--- src/rtl/parse_board_pkg.sv ---
// game_pkg: definitions shared by the game sub-blocks.
//   - default board geometry (ROWS_DEF x COLS_DEF)
//   - character constants of the board text format
//   - parse FSM state enum and byte classification enum
//   - classify_char(): maps a received byte to its cell class
package game_pkg;

  localparam int ROWS_DEF = 3;
  localparam int COLS_DEF = 3;

  localparam logic [7:0] CH_A       = 8'h6F;
  localparam logic [7:0] CH_A_UP    = 8'h4F;
  localparam logic [7:0] CH_B       = 8'h78;
  localparam logic [7:0] CH_B_UP    = 8'h58;
  localparam logic [7:0] CH_EMPTY   = 8'h2E;
  localparam logic [7:0] CH_DASH    = 8'h2D;
  localparam logic [7:0] CH_SPACE   = 8'h20;
  localparam logic [7:0] CH_BAR     = 8'h7C;
  localparam logic [7:0] CH_LF      = 8'h0A;
  localparam logic [7:0] CH_CR      = 8'h0D;

  typedef enum logic [2:0] {
    ST_IDLE,
    ST_RECV,
    ST_SKIP,
    ST_DONE_OK,
    ST_DONE_ERR
  } parse_state_t;

  typedef enum logic [2:0] {
    CELL_A,
    CELL_B,
    CELL_EMPTY,
    IGNORE,
    TERM,
    BAD
  } cell_class_t;

  // Upper and lower case piece letters are accepted so that hand-typed
  // positions from a terminal work regardless of caps lock.
  function automatic cell_class_t classify_char(input logic [7:0] ch);
    cell_class_t cls;
    case (ch)
      CH_A, CH_A_UP:           cls = CELL_A;
      CH_B, CH_B_UP:           cls = CELL_B;
      CH_EMPTY, CH_DASH:       cls = CELL_EMPTY;
      CH_SPACE, CH_BAR, CH_CR: cls = IGNORE;
      CH_LF:                   cls = TERM;
      default:                 cls = BAD;
    endcase
    return cls;
  endfunction

endpackage

--- src/rtl/parse_board_if.sv ---
// parse_board_if: host-side handshake and UART byte bus of parse_board.
//   req         host -> parser, one-cycle start request
//   ready       parser -> host, idle and able to accept req
//   uart_rd     host -> parser, one-cycle strobe, uart_q is a new byte
//   uart_q      host -> parser, received byte
//   board_a_out parser -> host, decoded 'o' cells (bit r*COLS+c)
//   board_b_out parser -> host, decoded 'x' cells
//   valid       parser -> host, one-cycle pulse, parse finished
//   error_flag  parser -> host, qualified by valid, parse failed
// Modports: master = host / game logic side, slave = parser.
interface parse_board_if #(
  parameter int ROWS = 3,
  parameter int COLS = 3
);

  logic                 req;
  logic                 ready;
  logic                 uart_rd;
  logic [7:0]           uart_q;
  logic [ROWS*COLS-1:0] board_a_out;
  logic [ROWS*COLS-1:0] board_b_out;
  logic                 valid;
  logic                 error_flag;

  modport master (
    output req,
    output uart_rd,
    output uart_q,
    input  ready,
    input  board_a_out,
    input  board_b_out,
    input  valid,
    input  error_flag
  );

  modport slave (
    input  req,
    input  uart_rd,
    input  uart_q,
    output ready,
    output board_a_out,
    output board_b_out,
    output valid,
    output error_flag
  );

endinterface

--- src/rtl/parse_board_classify.sv ---
// board_char_classify: purely combinational byte -> cell class decoder.
//   ch  input  8  received byte
//   cls output    cell_class_t (CELL_A, CELL_B, CELL_EMPTY, IGNORE, TERM, BAD)
// Kept as its own block so the keyboard decoder can reuse it.
module board_char_classify
  import game_pkg::*;
(
  input  logic [7:0]  ch,
  output cell_class_t cls
);

  always_comb begin
    cls = classify_char(ch);
  end

endmodule

--- src/rtl/parse_board.sv ---
// parse_board: decodes one board text line received over UART into
// board_a (the 'o' cells) and board_b (the 'x' cells). Inverse of
// print_board; lets a host load an arbitrary position.
//   clk    input  system clock
//   reset  input  asynchronous active-high reset
//   bus    parse_board_if.slave: req/ready start handshake, uart_rd/uart_q
//          byte strobe, board_a_out/board_b_out/valid/error_flag result
// Parameters: ROWS, COLS board geometry; SYS_CLK_FREQ documents the clock
// the timeout is scaled against; TIMEOUT_CYCLES idle cycles between bytes
// before aborting (0 disables the timeout).
module parse_board
  import game_pkg::*;
#(
  parameter int ROWS           = ROWS_DEF,
  parameter int COLS           = COLS_DEF,
  parameter int SYS_CLK_FREQ   = 100000000,
  parameter int TIMEOUT_CYCLES = 100000000
) (
  input logic          clk,
  input logic          reset,
  parse_board_if.slave bus
);

  localparam int CELLS = ROWS * COLS;
  localparam int CNT_W = $clog2(CELLS + 1);
  localparam int TO_W  = (TIMEOUT_CYCLES > 0) ? $clog2(TIMEOUT_CYCLES + 1) : 1;

  localparam logic [CNT_W-1:0] CELLS_C  = CNT_W'(CELLS);
  localparam logic [TO_W-1:0]  TO_LIMIT = TO_W'(TIMEOUT_CYCLES);
  localparam logic             TO_EN    = (TIMEOUT_CYCLES > 0);

  if (SYS_CLK_FREQ <= 0) begin : g_freq_check
    $error("parse_board: SYS_CLK_FREQ must be positive");
  end

  parse_state_t     state;
  parse_state_t     next_state;
  cell_class_t      cls;
  logic [CNT_W-1:0] cell_cnt;
  logic [TO_W-1:0]  to_cnt;
  logic [CELLS-1:0] shadow_a;
  logic [CELLS-1:0] shadow_b;
  logic [CELLS-1:0] board_a_q;
  logic [CELLS-1:0] board_b_q;
  logic             err_q;
  logic             board_full;
  logic             is_cell;
  logic             to_expire;
  logic             ready_c;
  logic             valid_c;

  board_char_classify u_classify (
    .ch  (bus.uart_q),
    .cls (cls)
  );

  assign board_full = (cell_cnt == CELLS_C);
  assign is_cell    = (cls == CELL_A) || (cls == CELL_B) || (cls == CELL_EMPTY);

  // The timeout fires on the idle cycle that would bring the counter to
  // TIMEOUT_CYCLES, so exactly TIMEOUT_CYCLES idle cycles abort the parse.
  assign to_expire  = TO_EN && !bus.uart_rd && ((to_cnt + TO_W'(1)) == TO_LIMIT);

  always_ff @(posedge clk or posedge reset) begin
    if (reset) begin
      state <= ST_IDLE;
    end else begin
      state <= next_state;
    end
  end

  always_comb begin
    next_state = state;
    case (state)
      ST_IDLE: begin
        if (bus.req) begin
          next_state = ST_RECV;
        end
      end
      ST_RECV: begin
        if (bus.uart_rd) begin
          case (cls)
            CELL_A, CELL_B, CELL_EMPTY: begin
              if (board_full) begin
                next_state = ST_SKIP;
              end
            end
            TERM:    next_state = board_full ? ST_DONE_OK : ST_DONE_ERR;
            BAD:     next_state = ST_SKIP;
            default: next_state = ST_RECV;
          endcase
        end else if (to_expire) begin
          next_state = ST_DONE_ERR;
        end
      end
      ST_SKIP: begin
        if (bus.uart_rd) begin
          if (cls == TERM) begin
            next_state = ST_DONE_ERR;
          end
        end else if (to_expire) begin
          next_state = ST_DONE_ERR;
        end
      end
      ST_DONE_OK:  next_state = ST_IDLE;
      ST_DONE_ERR: next_state = ST_IDLE;
      default:     next_state = ST_IDLE;
    endcase
  end

  always_comb begin
    ready_c = 1'b0;
    valid_c = 1'b0;
    case (state)
      ST_IDLE:     ready_c = 1'b1;
      ST_DONE_OK:  valid_c = 1'b1;
      ST_DONE_ERR: valid_c = 1'b1;
      default: begin
        ready_c = 1'b0;
        valid_c = 1'b0;
      end
    endcase
  end

  // Shadow boards collect cells while receiving; the published outputs
  // only change when a parse completes. A byte arriving with req is not
  // looked at, since the parser is still idle in that cycle.
  always_ff @(posedge clk or posedge reset) begin
    if (reset) begin
      shadow_a <= '0;
      shadow_b <= '0;
      cell_cnt <= '0;
      to_cnt   <= '0;
    end else begin
      case (state)
        ST_IDLE: begin
          if (bus.req) begin
            shadow_a <= '0;
            shadow_b <= '0;
            cell_cnt <= '0;
            to_cnt   <= '0;
          end
        end
        ST_RECV, ST_SKIP: begin
          if (bus.uart_rd) begin
            to_cnt <= '0;
          end else if (TO_EN) begin
            to_cnt <= to_cnt + TO_W'(1);
          end
          if (state == ST_RECV && bus.uart_rd && is_cell && !board_full) begin
            if (cls == CELL_A) begin
              shadow_a <= shadow_a | (CELLS'(1) << cell_cnt);
            end
            if (cls == CELL_B) begin
              shadow_b <= shadow_b | (CELLS'(1) << cell_cnt);
            end
            cell_cnt <= cell_cnt + CNT_W'(1);
          end
        end
        default: begin
        end
      endcase
    end
  end

  // Results are loaded on the edge that enters a DONE state so they are
  // already stable while valid is high, and held until the next DONE.
  always_ff @(posedge clk or posedge reset) begin
    if (reset) begin
      board_a_q <= '0;
      board_b_q <= '0;
      err_q     <= 1'b0;
    end else if (next_state == ST_DONE_OK) begin
      board_a_q <= shadow_a;
      board_b_q <= shadow_b;
      err_q     <= 1'b0;
    end else if (next_state == ST_DONE_ERR) begin
      board_a_q <= '0;
      board_b_q <= '0;
      err_q     <= 1'b1;
    end
  end

  assign bus.ready       = ready_c;
  assign bus.valid       = valid_c;
  assign bus.error_flag  = err_q;
  assign bus.board_a_out = board_a_q;
  assign bus.board_b_out = board_b_q;

endmodule
--- src/flat_wrapper.sv ---
// flat-port wrapper written by rule: the top's interface ports become plain ports
module parse_board_flat import game_pkg::*;
#(
  parameter int ROWS           = ROWS_DEF,
  parameter int COLS           = COLS_DEF,
  parameter int SYS_CLK_FREQ   = 100000000,
  parameter int TIMEOUT_CYCLES = 100000000
)
  (clk, reset, bus_req, bus_uart_rd, bus_uart_q, bus_ready, bus_board_a_out, bus_board_b_out, bus_valid, bus_error_flag);
  parse_board_if #(.ROWS(ROWS), .COLS(COLS)) bus_i ();
  input logic clk;
  input logic reset;
  input wire logic [$bits(bus_i.req)-1:0] bus_req;
  input wire logic [$bits(bus_i.uart_rd)-1:0] bus_uart_rd;
  input wire logic [$bits(bus_i.uart_q)-1:0] bus_uart_q;
  output wire logic [$bits(bus_i.ready)-1:0] bus_ready;
  output wire logic [$bits(bus_i.board_a_out)-1:0] bus_board_a_out;
  output wire logic [$bits(bus_i.board_b_out)-1:0] bus_board_b_out;
  output wire logic [$bits(bus_i.valid)-1:0] bus_valid;
  output wire logic [$bits(bus_i.error_flag)-1:0] bus_error_flag;
  assign bus_i.req = bus_req;
  assign bus_i.uart_rd = bus_uart_rd;
  assign bus_i.uart_q = bus_uart_q;
  assign bus_ready = bus_i.ready;
  assign bus_board_a_out = bus_i.board_a_out;
  assign bus_board_b_out = bus_i.board_b_out;
  assign bus_valid = bus_i.valid;
  assign bus_error_flag = bus_i.error_flag;
  parse_board #(.ROWS(ROWS), .COLS(COLS), .SYS_CLK_FREQ(SYS_CLK_FREQ), .TIMEOUT_CYCLES(TIMEOUT_CYCLES)) u_core (.clk(clk), .reset(reset), .bus(bus_i));
endmodule
--- config.mk ---
export PLATFORM = sky130hd
export DESIGN_NAME = parse_board_flat
export DESIGN_NICKNAME = d
export VERILOG_FILES = /design/src/rtl/parse_board_pkg.sv /design/src/rtl/parse_board_if.sv /design/src/rtl/parse_board_classify.sv /design/src/rtl/parse_board.sv /design/src/flat_wrapper.sv
export SDC_FILE = /design/constraint.sdc
export NUM_CORES = 1
export LEC_CHECK = 0
export ABC_AREA = 1
export ABC_CLOCK_PERIOD_IN_PS = 4300
export BUFFER_PORTS_ARGS = -buffer_cell sky130_fd_sc_hd__buf_2
export CORE_ASPECT_RATIO = 0.5
export CORE_MARGIN = 3
export CORE_UTILIZATION = 55
export DETAILED_ROUTE_END_ITERATION = 7
export GPL_TIMING_DRIVEN = 0
export PLACE_DENSITY = 0.79
export SYNTH_ARGS = -nofsm -noshare
export SYNTH_HDL_FRONTEND = slang
export SYNTH_HIERARCHICAL = 1
export SYNTH_SLANG_ARGS = --single-unit
export TNS_END_PERCENT = 100
--- constraint.sdc ---
create_clock -name clk -period 4.3 [get_ports clk]
set_input_delay 0.215 -clock clk [delete_from_list [all_inputs] [get_ports clk]]
set_output_delay 0.215 -clock clk [all_outputs]
set_load 0.005 [all_outputs]
Word-level counts from Yosys, hierarchy flattened
Index checks and enable logic that the tools add are counted.
{ "word_totals": {"register_bits": 71, "input_bits": 12, "out_inout_bits": 21, "wordCells": 92} }
{ "classes": {"add_sub_neg": 2, "eq_ne": 26, "shifts": 1, "n_mux": 30, "bitwise_logic": 2, "reduce_logical": 23} }
{ "ops": {"columns": ["cell", "n"], "rows": [
  ["$mux W9", 8],
  ["$mux W27", 2],
  ["$pmux W27 S2", 1],
  ["$eq A8 B7 Y1 const B", 5],
  ["$pmux W9 S2", 2],
  ["$add A27 B1 Y27 const B", 1],
  ["$eq A27 B27 Y1 const B", 1],
  ["$eq A8 B6 Y1 const B", 3],
  ["$mux W3", 7],
  ["$or A9 B9 Y9", 2],
  ["$pmux W3 S3", 2],
  ["$eq A8 B4 Y1 const B", 2],
  ["$pmux W3 S5", 1],
  ["$eq A3 B2 Y1 const B", 4],
  ["$eq A3 B3 Y1 const B", 4],
  ["$reduce_or A2 Y1", 5],
  ["$shl A1 B4 Y9 const A", 1],
  ["$mux W4", 2],
  ["$pmux W4 S2", 1],
  ["$reduce_and A4 Y1", 2],
  ["$eq A3 B1 Y1 const B", 2],
  ["$logic_not A3 Y1", 2],
  ["$ne A2 B1 Y1 const B", 3],
  ["$reduce_or A3 Y1", 2],
  ["10 further kinds", 19]
]} }

Longest topological paths before layout
Gate-level depths: netlist of run 1.
{ "logic_depth": {"ltp_word": 11, "ltp_mapped": 21, "ltp_nobuf": 20} }

Cells and area by module
Netlist of run 1, hierarchy kept.
{ "by_module_without_submodules": {"columns": ["mod", "instances", "cells_per_inst", "area_per_inst_um2"], "rows": [
  ["parse_board", 1, 542, 4096.4],
  ["board_char_classify", 1, 45, 195.2]
]} }

Worst setup path before layout of run 1
OpenSTA, ideal clock, no wires.
{ "synth_timing": {"kind": "input to register", "from": "input port bus_uart_q[7]", "to": "register u_core.board_a_q[8] (netlist: u_core/bus.board_a_out[8])", "setup_time_ps": 65, "t_arrival_ps": 2377, "setup_slack_ps": 1858, "cell_stages": 21, "n_path_buf": 2, "path_cell_list": "inv_1 > nand2_1 > nor2_1 > nand2_2 > nand2_1 > nor2_2 > nand3_1 > nand2_1 > a21oi_1 > inv_1 > nor4_2 > nor2_1 > inv_1 > nand3_2 > nor2_2 > inv_2 > nand2_2 > buf_6 > buf_6 > nand3_2 > nand2_1"} }
{ "synth_between": {"elab_chain_cells": 10, "word_cells_on_any_way": 30, "classes_between": "eq/ne: 16; mux: 7; reduce/logical: 7"} }
{ "synth_rtl": {"columns": ["element", "line_no", "source"], "rows": [
  ["from (decl)", "flat_wrapper.sv:15", "input wire logic [$bits(bus_i.uart_q)-1:0] bus_uart_q;"],
  ["$eq A8 B6 Y1 (tied with other cells)", "parse_board_pkg.sv:43", "case (ch)"],
  ["$reduce_or A3 Y1 or $reduce_or A2 Y1 (tied branches)", "parse_board_pkg.sv:43", null],
  ["$pmux W3 S5 (*)", "parse_board_pkg.sv:43", null],
  ["net u_core.cls[0]", "parse_board.sv:38", "cell_class_t cls;"],
  ["$eq A3 B2 Y1 (tied with other cells)", "parse_board.sv:82", "case (cls)"],
  ["$reduce_or A3 Y1", "parse_board.sv:82", null],
  ["$pmux W3 S3", "parse_board.sv:82", null],
  ["$mux W3", "parse_board.sv:81", "if (bus.uart_rd) begin"],
  ["$pmux W3 S3 (*)", "parse_board.sv:74", "case (state)"],
  ["net u_core.next_state[0]", "parse_board.sv:37", "parse_state_t next_state;"],
  ["$eq A3 B2 Y1 or $eq A3 B3 Y1 (tied branches)", "parse_board.sv:173, parse_board.sv:177", null],
  ["$mux W9 or $reduce_bool A2 Y1 (tied branches)", null, null],
  ["to (signal assigned)", "parse_board.sv:174", "board_a_q <= shadow_a;"],
  ["to (decl)", "parse_board.sv:43", "logic [CELLS-1:0] board_a_q;"]
]} }
Mark *: on every way through the listed nets, which the timed path passes. The rest lies on a longest branch.
A chain may end at the register's enable or synchronous reset.

Final worst setup path of run 1
{ "layout_timing": {"from": "input port bus_uart_q[1]", "to": "register u_core.board_b_q[6] (netlist: u_core/bus.board_b_out[6])"} }
{ "layout_between": {"elab_chain_cells": 10, "word_cells_on_any_way": 30, "classes_between": "eq/ne: 16; mux: 7; reduce/logical: 7"} }
{ "layout_rtl": {"columns": ["element", "line_no", "source"], "rows": [
  ["$eq A8 B6 Y1 (tied with other cells)", "parse_board_pkg.sv:43", null],
  ["$reduce_or A3 Y1 or $reduce_or A2 Y1 (tied branches)", "parse_board_pkg.sv:43", null],
  ["$pmux W3 S5 (*)", "parse_board_pkg.sv:43", null],
  ["net u_core.cls[1]", "parse_board.sv:38", null],
  ["$eq A3 B2 Y1 (tied with other cells)", "parse_board.sv:82", null],
  ["$reduce_or A3 Y1", "parse_board.sv:82", null],
  ["$pmux W3 S3", "parse_board.sv:82", null],
  ["$mux W3", "parse_board.sv:81", null],
  ["$pmux W3 S3 (*)", "parse_board.sv:74", null],
  ["net u_core.next_state[0]", "parse_board.sv:37", null],
  ["$eq A3 B2 Y1 or $eq A3 B3 Y1 (tied branches)", "parse_board.sv:173, parse_board.sv:177", null],
  ["$mux W9 or $reduce_bool A2 Y1 (tied branches)", null, null],
  ["to (signal assigned)", "parse_board.sv:175", "board_b_q <= shadow_b;"],
  ["to (decl)", "parse_board.sv:44", "logic [CELLS-1:0] board_b_q;"]
]} }
Marks and branches as above.

==> key figures, run 1 <==
Pwr
  • Peak VDD IR: approximately 310 uV
  • P_leak: around 2.3 nW
  • Sw power: between 0.8 and 0.9 mW
  • Clock network power share: 31.6%
  • Net Sw Frac: a little over a third
  • Comb power frac: a little over 30%
  • Int Pwr: about 1.5 mW
  • Reg power frac: a little under two fifths
  • Pwr/cell area: about 470 nW/um^2

Synthesis
  • Synth Flop Type: dfrtp_1
  • Largest cells by area after synthesis: dfrtp_1 41%, nand2_1 14%, inv_1 6.5%, nand3_1 6.4%, nor2_1 6.3%
  • EDFF count, synth: 0
  • Seq/Total Area, Yosys: about two fifths
  • Mapped Cells: 587
  • Post-synth cell types: 30
  • Number of synthesized register bits: 71
  • Post-synthesis async set-or-reset flop share: 100%
  • Most common cell in the netlist: nand2_1
  • Post-Synthesis Net Count: approximately 610
  • Cell area after synthesis: 4290 sq um
  • Largest area contributor in the netlist: dfrtp_1
  • Mapped Avg Cell Area: about 7.3 sq um
  • Synth warn: 6
  • Top post-synthesis cells by count: 160 x nand2_1, 74 x inv_1, 72 x nor2_1
  • Post-synth top area share: 41.4%

Route
  • Highest Signal Layer: met4
  • DR WL met2: between 4 and 5 mm
  • Detailed-route via count: between 3000 and 4000
  • Vias per cell: approximately 5.3
  • Metal3 WL: 432 microns
  • Drt first-iter violations: 243
  • Pre-antenna DRT Iters: 5
  • Wire length per cell: ~13 microns
  • WL met1: approximately 4.4 mm
  • Drt total wl: between 9 and 10 mm
  • # DRC: 0
  • Antenna Nets Post-Route: 0

Floorplanning
  • Starting density of the core: 57.5%
  • Core area: 7460 sq um
  • Ports: 33
  • Full die area: 8960 sq um
  • Die height: around 70 microns
  • Die X: 131 microns
  • Row Count: 22

GRT
  • Number of global-route vias before repair: 3609
  • Largest net degree at the start of global routing: 72
  • Global-route usage over all layers: between 20% and 30%
  • First-pass GRT wire length: roughly 16 mm
  • Overflow after GRT: 0
  • Initial antenna violation count: 0

Clock network
  • Clock buffer depth: 2
  • CTS root buf: clkbuf_16
  • H-tree depth: 3
  • Post_cts resized: 0
  • CTS tree: yes
  • Clock slew seen by the registers of the worst setup and hold paths: around 0.06 ns
  • Clk_lat worst skew: 0.33 ns
  • Post-CTS Repair Setup Buffers: 0
  • Clk sinks: between 70 and 80
  • Cts bufs inserted: 9
  • Cts hold-fix bufs: 0

STA
  • Worst setup margin: 1.57 ns
  • Worst-margin pin slew: between 0.8 and 0.9 ns
  • Max_slew headroom: between 40% and 50%
  • Fin. Hold Viols: 0
  • Period utilisation layout: a little under two thirds
  • Peak Freq: 366 MHz
  • Setup TNS: 0 ns
  • Tmin final: between 2 and 3 ns
  • Final Slew Violations: 0
  • Clock skew: between 0.006 and 0.007 ns
  • Final setup vio count: 0
  • RSZ-0062 raised after global routing: no

Critical path
  • Reg2reg end: u_core/bus.board_b_out[6]
  • Max Fanout on Critical Path: 10
  • Kind of critical path: primary input to flop
  • Worst EP arrival: 3.00 ns
  • R2R Setup Slk: 1.61 ns
  • Critical path startpoint category: primary input
  • Worst reg2reg startpoint: u_core/to_cnt[1]
  • Worst R2R Path Depth: 17
  • Worst EP required: 4.57 ns
  • Crit. End Element: flop
  • Setup crit start: bus_uart_q[1]

Layout
  • Area of the multi-input gates: about 2100 sq um
  • Layout cells sized above 1: 15.9%
  • Synthesis-to-layout area growth: 13.7%
  • Diode count: 0
  • # nets final: between 600 and 700
  • Filler instances: ~650
  • Sequential cell area: ~1800 sq um

Place
  • Port-buffer cells: 32
  • Routability Congestion: between 0.8 and 0.9
  • Post-DP HPWL: approximately 7.1 mm
  • Place WS: around 1.3 ns

Min path
  • Worst min-delay path category: primary input to async pin

Run
  • Max Cap Violations: 0

Run status
  • Status: finished, final reports clean
## per-stage QoR
step | util [%] | hold slack, ns | total power, mW | instances | cell area, sq um
floorplan | - | 0.458 | 1.34 | 587 | 4290
global placement | 61.5 | 0.453 | 1.55 | 727 | 4590
CTS | 65.4 | 0.100 | 2.30 | 743 | 4880
detailed placement | 61.5 | 0.459 | 1.57 | 727 | 4590
global route | 65.4 | 0.138 | 2.43 | 743 | 4880
finish | 65.4 | 0.0684 | 2.28 | 743 | 4880
## registers in the layout (all words and copies together) (netlist names)
| signal | cells |
|---|---|
| u_core/bus.error_flag | 1 |
| u_core/bus.board_a_out | 9 |
| u_core/state | 3 |
| u_core/shadow_a | 9 |
| u_core/shadow_b | 9 |
| u_core/cell_cnt | 4 |
| u_core/bus.board_b_out | 9 |
| u_core/to_cnt | 27 |
## power by group through the flow
stage,clock (mW),sequential [mW],combinational (mW)
floorplan,0,0.855,0.485
global placement,0,0.856,0.695
detailed placement,0,0.859,0.710
CTS,0.734,0.849,0.718
global route,0.765,0.862,0.799
finish,0.719,0.850,0.707
## cells by family (layout without fill, tap and decap cells)
family / Yosys count / count (layout) / synth area share (%)
compound gates: 72 / 72 / 9.65
xor+xnor: 7 / 7 / 1.43
fa+ha+maj: 8 / 8 / 2.33
buf+inv: 90 / 138 / 8.80
flops: 71 / 71 / 41.4
simple gates: 339 / 339 / 36.4
## worst max-delay path, stage by stage
cell and delay [ns]:
buf_2 0.11, inv_1 0.05, nand2_1 0.10, nor2_1 0.05
nand2_1 0.05, nand2_1 0.07, nor2_2 0.09, o21ai_0 0.22
a21oi_1 0.31, inv_1 0.12, nor4_2 0.45, nor2_1 0.08
inv_1 0.10, nand3_2 0.14, nor2_2 0.15, inv_2 0.10
nand2_2 0.13, buf_6 0.15, buf_6 0.16, nand3_2 0.09
nand2_1 0.07
## cell type report
class,count,area share [%]
Clock inverter,5,1.20
Multi-Input combinational cell,426,43.8
Tap cell,108,2.77
Clock buffer,11,4.77
Inverter,78,6.05
Timing Repair Buffer,32,3.28
Buffer,12,1.74
Sequential cell,71,36.4
## metal layers
metal,up-vias,track usage [%]
met5,-,0
met4,0,6.03
met3,14,5.69
met2,88,41.2
met1,1838,28.6
li1,1961,-
## worst max path at each step
stage / endpoint / slack [ns] / depth (start not counted)
after floorplan: u_core/bus.board_a_out[8] / 1.86 / 21
after global placement: u_core/bus.board_b_out[4] / 1.36 / 22
after detailed placement: u_core/bus.board_b_out[6] / 1.27 / 22
after CTS: u_core/bus.board_b_out[6] / 1.58 / 22
after global routing: u_core/bus.board_b_out[6] / 1.26 / 20
final: u_core/bus.board_b_out[6] / 1.57 / 21
## layout by cell type (no fill, tap or decap), drive strengths merged
cell type / n
nor3: 7
a21oi: 16
nand3: 69
inv: 78
clkinvlp: 2
o21ai: 29
clkbuf: 16
nor4: 1
a31oi: 3
o31ai: 3
a22o: 2
xor2: 7
buf: 39
o22ai: 10
o21a: 8
nand4: 3
clkinv: 2
nor2: 87
or2: 1
o21bai: 1
dfrtp: 71
bufinv: 1
ha: 8
nand2: 171
(Power assumes the default switching activity.)
==> inputs of run 2 (changes only) <==
--- a/config.mk
+++ b/config.mk
@@ -5,8 +5,8 @@
 export SDC_FILE = /design/constraint.sdc
 export NUM_CORES = 1
 export LEC_CHECK = 0
-export ABC_AREA = 1
-export ABC_CLOCK_PERIOD_IN_PS = 4300
+export ABC_AREA = 0
+export ABC_CLOCK_PERIOD_IN_PS = 2700
 export BUFFER_PORTS_ARGS = -buffer_cell sky130_fd_sc_hd__buf_2
 export CORE_ASPECT_RATIO = 0.5
 export CORE_MARGIN = 3
==> constraint.sdc (replaced) <==
create_clock -name clk -period 2.7 [get_ports clk]
set_input_delay 0.135 -clock clk [delete_from_list [all_inputs] [get_ports clk]]
set_output_delay 0.135 -clock clk [all_outputs]
set_load 0.005 [all_outputs]
==> key figures, run 2 <==
GRT
  • Grt met3 use: under 10%
  • Largest net degree at the start of global routing: 72
  • Initial antenna violation count: 0
  • Global routing met1 resource utilization: about 32%
  • Grt peak-use layer: met2
  • Overflow after GRT: 0
  • First-pass GRT wire length: about 18 mm
  • Met2 GRT Util: 43.3%
  • Global-route usage over all layers: 24.8%
  • Number of global-route vias before repair: between 3000 and 4000

Critical path
  • Critical path startpoint category: flop
  • Worst EP required: approximately 2.9 ns
  • Max Fanout on Critical Path: 5
  • Kind of critical path: flop to flop
  • Worst EP arrival: 3.24 ns
  • Worst R2R Path Depth: 12
  • Setup crit start: u_core/to_cnt[1]
  • Reg2reg end: u_core/bus.board_b_out[3]
  • Crit. End Element: flop
  • Cell chain of the critical path: buf_6 -> nand4_4 -> or4_4 -> buf_6 -> nor4_4 -> o22ai_2 -> nor4_4 -> buf_4 -> nor4b_4 -> buf_4 -> buf_8 -> o21ai_2
  • CP max stage delay: approximately 0.54 ns
  • R2R Setup Slk: -0.34 ns
  • Worst reg2reg startpoint: u_core/to_cnt[1]
  • Crit path to: u_core/bus.board_b_out[3]
  • Critical path's slowest cell: or4_4

Floorplanning
  • Ports: 33
  • Full die area: between 9000 and 10000 sq um
  • Die height: a little under 70 microns
  • Die X: 132 microns
  • Row Count: 22
  • Starting density of the core: 58.0%
  • Core area: approximately 7500 sq um

Synthesis
  • Synth Flop Type: dfrtp_1
  • Cell area after synthesis: roughly 4300 sq um
  • Top post-synthesis cells by count: 71 x dfrtp_1, 58 x o21ai_0, 54 x nand2_1
  • EDFF count, synth: 0
  • Post-synth top area share: 40.9%
  • Main combinational cell family by area after synthesis: simple AND/OR/NAND/NOR gates
  • Synth Area in Adders: between 2 and 2.5%
  • Post-synthesis compound-gate area fraction: between 20% and 30%
  • Post-synthesis xor/xnor area fraction: slightly above 2%
  • Post-synth cell types: 62
  • Number of synthesized register bits: between 70 and 80
  • Mapped Cells: 510
  • Most common cell in the netlist: dfrtp_1
  • Mapped Avg Cell Area: between 8 and 9 sq um
  • Largest area contributor in the netlist: dfrtp_1
  • Post-Synthesis Net Count: between 500 and 600
  • Seq/Total Area, Yosys: between 40% and 50%
  • Post-synthesis async set-or-reset flop share: 100%
  • Mux share of post-synthesis cell area: 0%
  • Simple-gate share of the synthesized area: a little over a quarter
  • Synth warn: 6
  • Largest cells by area after synthesis: dfrtp_1 41%, o21ai_0 6.7%, a31oi_1 5.6%, nand2_1 4.7%, nor2_1 3.7%

STA
  • Worst-margin pin slew: 0.877 ns
  • Max_slew headroom: 41.5%
  • Clock skew: approximately 0.008 ns
  • Final Slew Violations: 0
  • Worst setup margin: -0.337 ns
  • Setup TNS: -5.71 ns
  • Tmin final: ~3 ns
  • Fin. Hold Viols: 3
  • Final setup vio count: 22
  • Hold_ws: -0.00402 ns
  • Peak Freq: 329 MHz
  • RSZ-0062 raised after global routing: yes
  • Period utilisation layout: 112%

Layout
  • Final non-filler cell total: a little under 700
  • Filler instances: about 540
  • Synthesis-to-layout area growth: 24.9%
  • Commonest non-fill, non-tap cell in the layout: dfrtp_1
  • Largest Register: u_core/to_cnt
  • Layout cells sized above 1: between 20% and 30%
  • # nets final: 593
  • Final Util: between 70% and 80%
  • Most frequent cells in the layout: 69 x dfrtp_1, 52 x nand2_1, 39 x nor2_1, 39 x a31oi_1, 39 x o21ai_0
  • Diode count: 0
  • Largest register FFs: 27

Clock network
  • Cts bufs inserted: 9
  • Clk_lat worst skew: about 0.33 ns
  • Cts hold-fix bufs: 0
  • CTS tree: yes
  • Clk sinks: a little over 70
  • CTS root buf: clkbuf_16
  • Clock slew seen by the registers of the worst setup and hold paths: 0.06 ns
  • Clock buffer depth: 2
  • H-tree depth: 3

Route
  • # DRC: 0
  • Wire length per cell: about 17 microns
  • Pre-antenna DRT Iters: 5
  • Drt total wl: about 12 mm
  • Antenna Nets Post-Route: 0
  • Detailed-route via count: between 4000 and 5000
  • Drt first-iter violations: a little over 400
  • Vias per cell: just over 6

Place
  • Dpl cells: 650
  • Post-DP HPWL: a little under 7 mm
  • Routability Congestion: 0.862
  • Port-buffer cells: 32

Run
  • Max Cap Violations: 0

Run status
  • Failing checks: hold timing, setup timing
  • Status: finished, violations left

Pwr
  • Peak VDD IR: ~530 uV
  • Pwr/cell area: 641 nW/um^2
  • P_leak: approximately 2.3 nW

Min path
  • Worst min-delay path category: primary input to async pin
## run 2: changes by cell type in the layout (fill, tap and decap cells not counted), moves of 13 or more
cell,previous run,this run
nor2_1,72,39
and2_1,0,19
inv_1,73,12
buf_4,0,24
o21ai_2,0,19
nand2_1,160,52
nand3_1,55,14
o21ai_0,26,39
nand3_2,14,0
a31oi_1,3,39
clkbuf_1,7,22
## run 2: how the worst min path moves through the flow
| stage | end | slack [ns] | cells past startpoint |
|---|---|---|---|
| after floorplan | u_core/state[0] | 0.28 | 1 |
| after global placement | u_core/shadow_a[4] | 0.47 | 2 |
| after detailed placement | u_core/bus.board_a_out[3] | 0.39 | 2 |
| after CTS | u_core/to_cnt[24] | 0.03 | 2 |
| after global routing | u_core/shadow_a[2] | 0.08 | 2 |
| final | u_core/to_cnt[24] | -0.004 | 2 |
## run 2: kinds of logic after synthesis
kind of cell,count (synthesis)
AO/OA/AOI/OAI,160
flip-flops,71
AND/OR/NAND/NOR,211
XOR/XNOR,10
adder cells (fa/ha/maj),8
buffers and inverters,50
## run 2: layout make-up
| class | count | area [sq um] | area share, % |
|---|---|---|---|
| Inverter | 13 | 51.3 | 0.946 |
| Clock inverter | 6 | 92.6 | 1.71 |
| Tap cell | 108 | 135 | 2.49 |
| Multi-Input combinational cell | 389 | 2590 | 47.8 |
| Sequential cell | 71 | 1780 | 32.8 |
| Clock buffer | 10 | 229 | 4.22 |
| Buffer | 33 | 180 | 3.32 |
| Timing Repair Buffer | 56 | 363 | 6.69 |
## run 2: worst max-delay path: cells and delay by family (launching register included)
kind	cells	cell delay (ns)
AO/OA/AOI/OAI	2	0.22
buffers and inverters	5	0.80
flip-flops	1	0.39
AND/OR/NAND/NOR	5	1.48
## run 2: per-layer routing
layer | vias up | routed length (microns)
met4 | 0 | 238
met1 | 2038 | 5180
met5 | - | 0
li1 | 2010 | -
met2 | 189 | 5600
met3 | 33 | 741
## run 2: power by group
group          internal, mW  total (mW)  switching (mW)
Combinational         0.329        1.02           0.694
Sequential             1.12        1.17          0.0540
Clock                 0.814        1.28           0.468
Total                  2.26        3.48            1.22
## run 2: timing repair
item	in CTS	in global routing
resized for setup	45	48
endpoints found under the setup margin	22	36
pin swaps	22	8
gates cloned	2	0
buffers inserted	10	13
## run 2: per-stage QoR
| step | worst slack, ns | instance area (sq um) | power (mW) |
|---|---|---|---|
| after global routing | -0.405 | 5430 | 3.65 |
| after detailed placement | -0.738 | 4670 | 2.03 |
| after CTS | -0.309 | 5180 | 3.36 |
| after floorplan | -0.0658 | 4370 | 1.77 |
| final | -0.337 | 5430 | 3.48 |
| after global placement | -0.602 | 4670 | 2.02 |
==> inputs of run 3 (changes only) <==
--- a/config.mk
+++ b/config.mk
@@ -13,7 +13,7 @@
 export CORE_UTILIZATION = 55
 export DETAILED_ROUTE_END_ITERATION = 7
 export GPL_TIMING_DRIVEN = 0
-export PLACE_DENSITY = 0.79
+export PLACE_DENSITY_LB_ADDON = 0.1
 export SYNTH_ARGS = -nofsm -noshare
 export SYNTH_HDL_FRONTEND = slang
 export SYNTH_HIERARCHICAL = 1
==> key figures, run 3 (synthesized netlist as in run 2, its figures left out) <==
STA
  • Worst setup margin: -0.221 ns
  • Max_slew headroom: 42.0%
  • Final Slew Violations: 0
  • Worst-margin pin slew: 0.870 ns
  • Period utilisation layout: 108%
  • Fin. Hold Viols: 7
  • Setup TNS: -3.05 ns
  • Clock skew: ~0.0053 ns
  • Peak Freq: 342 MHz
  • Final setup vio count: 22
  • Hold_ws: -0.00545 ns
  • Tmin final: roughly 2.9 ns
  • RSZ-0062 raised after global routing: yes

Route
  • Wire length per cell: 16.9 microns
  • Detailed-route via count: 4177
  • # DRC: 0
  • Drt first-iter violations: 312
  • Drt total wl: about 12 mm
  • Pre-antenna DRT Iters: 5
  • Vias per cell: ~6.1
  • Antenna Nets Post-Route: 0

Clock network
  • Clk_lat worst skew: 0.34 ns
  • CTS root buf: clkbuf_16
  • CTS tree: yes
  • Clock buffer depth: 2
  • Clock slew seen by the registers of the worst setup and hold paths: about 0.06 ns
  • Cts bufs inserted: 9
  • Clk sinks: 71
  • H-tree depth: 3
  • Cts hold-fix bufs: 0

Floorplanning
  • Die X: between 100 and 150 microns
  • Full die area: 9060 sq um
  • Ports: 33
  • Row Count: 22
  • Core area: about 7500 sq um
  • Starting density of the core: around three fifths
  • Die height: approximately 69 microns

Layout
  • Sequential cell area: 1780 sq um
  • Area of the multi-input gates: 2590 sq um
  • Layout cells sized above 1: a little under a quarter
  • Largest register FFs: 27
  • Synthesis-to-layout area growth: 23.9%
  • Filler instances: between 500 and 600
  • Diode count: 0
  • # nets final: between 500 and 600
  • Commonest non-fill, non-tap cell in the layout: dfrtp_1
  • Most frequent cells in the layout: 68 x dfrtp_1, 52 x nand2_1, 39 x nor2_1, 39 x a31oi_1, 38 x o21ai_0
  • Largest Register: u_core/to_cnt

Critical path
  • Critical path's slowest cell: or4b_4
  • Critical path startpoint category: flop
  • Cell chain of the critical path: ha_4 -> and3_4 -> or4_4 -> a2111oi_4 -> nand4b_1 -> nor4_4 -> or4b_4 -> o31a_1
  • Worst EP arrival: about 3.1 ns
  • Crit. End Element: flop
  • Max Fanout on Critical Path: 4
  • CP max stage delay: about 0.53 ns
  • Worst EP required: around 2.9 ns
  • Kind of critical path: flop to flop

Run
  • Max Cap Violations: 0

GRT
  • Initial antenna violation count: 0
  • Global-route usage over all layers: 25.8%
  • Largest net degree at the start of global routing: 72
  • Number of global-route vias before repair: about 3800
  • First-pass GRT wire length: 18.7 mm
  • Overflow after GRT: 0

Pwr
  • Design Power: 3.45 mW
  • Peak VDD IR: ~430 uV
  • P_leak: around 2.3 nW
  • Pwr/cell area: about 640 nW/um^2

Place
  • Routability Congestion: 0.857
  • Port-buffer cells: 32
  • Post-DP HPWL: 7.15 mm
  • Place WS: -0.848 ns

Run status
  • Failing checks: hold timing, setup timing
  • Status: finished, violations left

Min path
  • Worst min-delay path category: primary input to async pin
[run 3: cell types whose count changed in the layout (fill, tap and decap cells not counted), moves of 2 or more]
cell	previous run	this run
clkbuf_8	0	2
buf_4	24	20
buf_6	7	4
o21ai_1	0	7
o21ai_2	19	13
[run 3: layout make-up]
| type | count | share of cell area [%] |
|---|---|---|
| multi-input combinational | 389 | 48.1 |
| buffer | 34 | 3.79 |
| clock inverter | 6 | 1.72 |
| clock buffer | 10 | 4.26 |
| tap | 108 | 2.51 |
| timing repair buffer | 49 | 5.56 |
| inverter | 13 | 0.954 |
| sequential | 71 | 33.1 |
[run 3: routing by layer]
layer	wire, microns	up-vias	GRT usage, %	part of all wire (%)
met5	0	-	0	0
met4	185	0	10.2	1.6
met3	535	22	5.51	4.6
met2	5500	130	44.9	48
met1	5290	2029	32.5	46
li1	-	1996	-	-
[run 3: per-stage QoR]
| stage | util (%) | hold slack [ns] | cells | cell area [sq um] |
|---|---|---|---|---|
| 2_1_floorplan | - | 0.278 | 510 | 4370 |
| 3_3_place_gp | 62.3 | 0.471 | 650 | 4670 |
| 3_5_place_dp | 62.3 | 0.382 | 650 | 4670 |
| 4_1_cts | 70.9 | 0.0273 | 680 | 5310 |
| 5_1_grt | 71.8 | 0.0783 | 680 | 5380 |
| 6_report | 71.8 | -0.00545 | 680 | 5380 |
[run 3: final timing paths]
check / startpoint / endpoint / slack [ns] / cells past startpoint
min in group clk: bus_uart_rd / u_core/state[0] / 0.20 / 2
worst max-delay path: u_core/to_cnt[1] / u_core/state[0] / -0.22 / 8
worst max register to register: u_core/to_cnt[1] / u_core/state[0] / -0.22 / 8
max in group asynchronous: reset / u_core/to_cnt[0] / 2.10 / 2
worst min-delay path: reset / u_core/bus.board_a_out[7] / -0.005 / 2
worst min register to register: u_core/shadow_b[3] / u_core/shadow_b[3] / 0.49 / 2
[run 3: worst max-delay path: cells and delay by family (launching register included)]
kind            cells  cell delay, ns
compound gates      2            0.61
fa+ha+maj           1            0.19
flops               1            0.43
simple gates        5            1.56
[run 3: power breakdown]
group | internal [mW] | switching (mW) | total, mW
sequential | 1.12 | 0.0602 | 1.18
clock | 0.815 | 0.465 | 1.28
combinational | 0.310 | 0.681 | 0.992
total | 2.24 | 1.21 | 3.45
[run 3: repair_timing]
item                                   4_1_cts  5_1_grt
endpoints found under the hold margin        0        0
setup buffers                               13        3
gates resized for setup                     64       23
gates cloned                                 2        0
pin swaps                                   11       12
setup endpoints to repair                   22       42
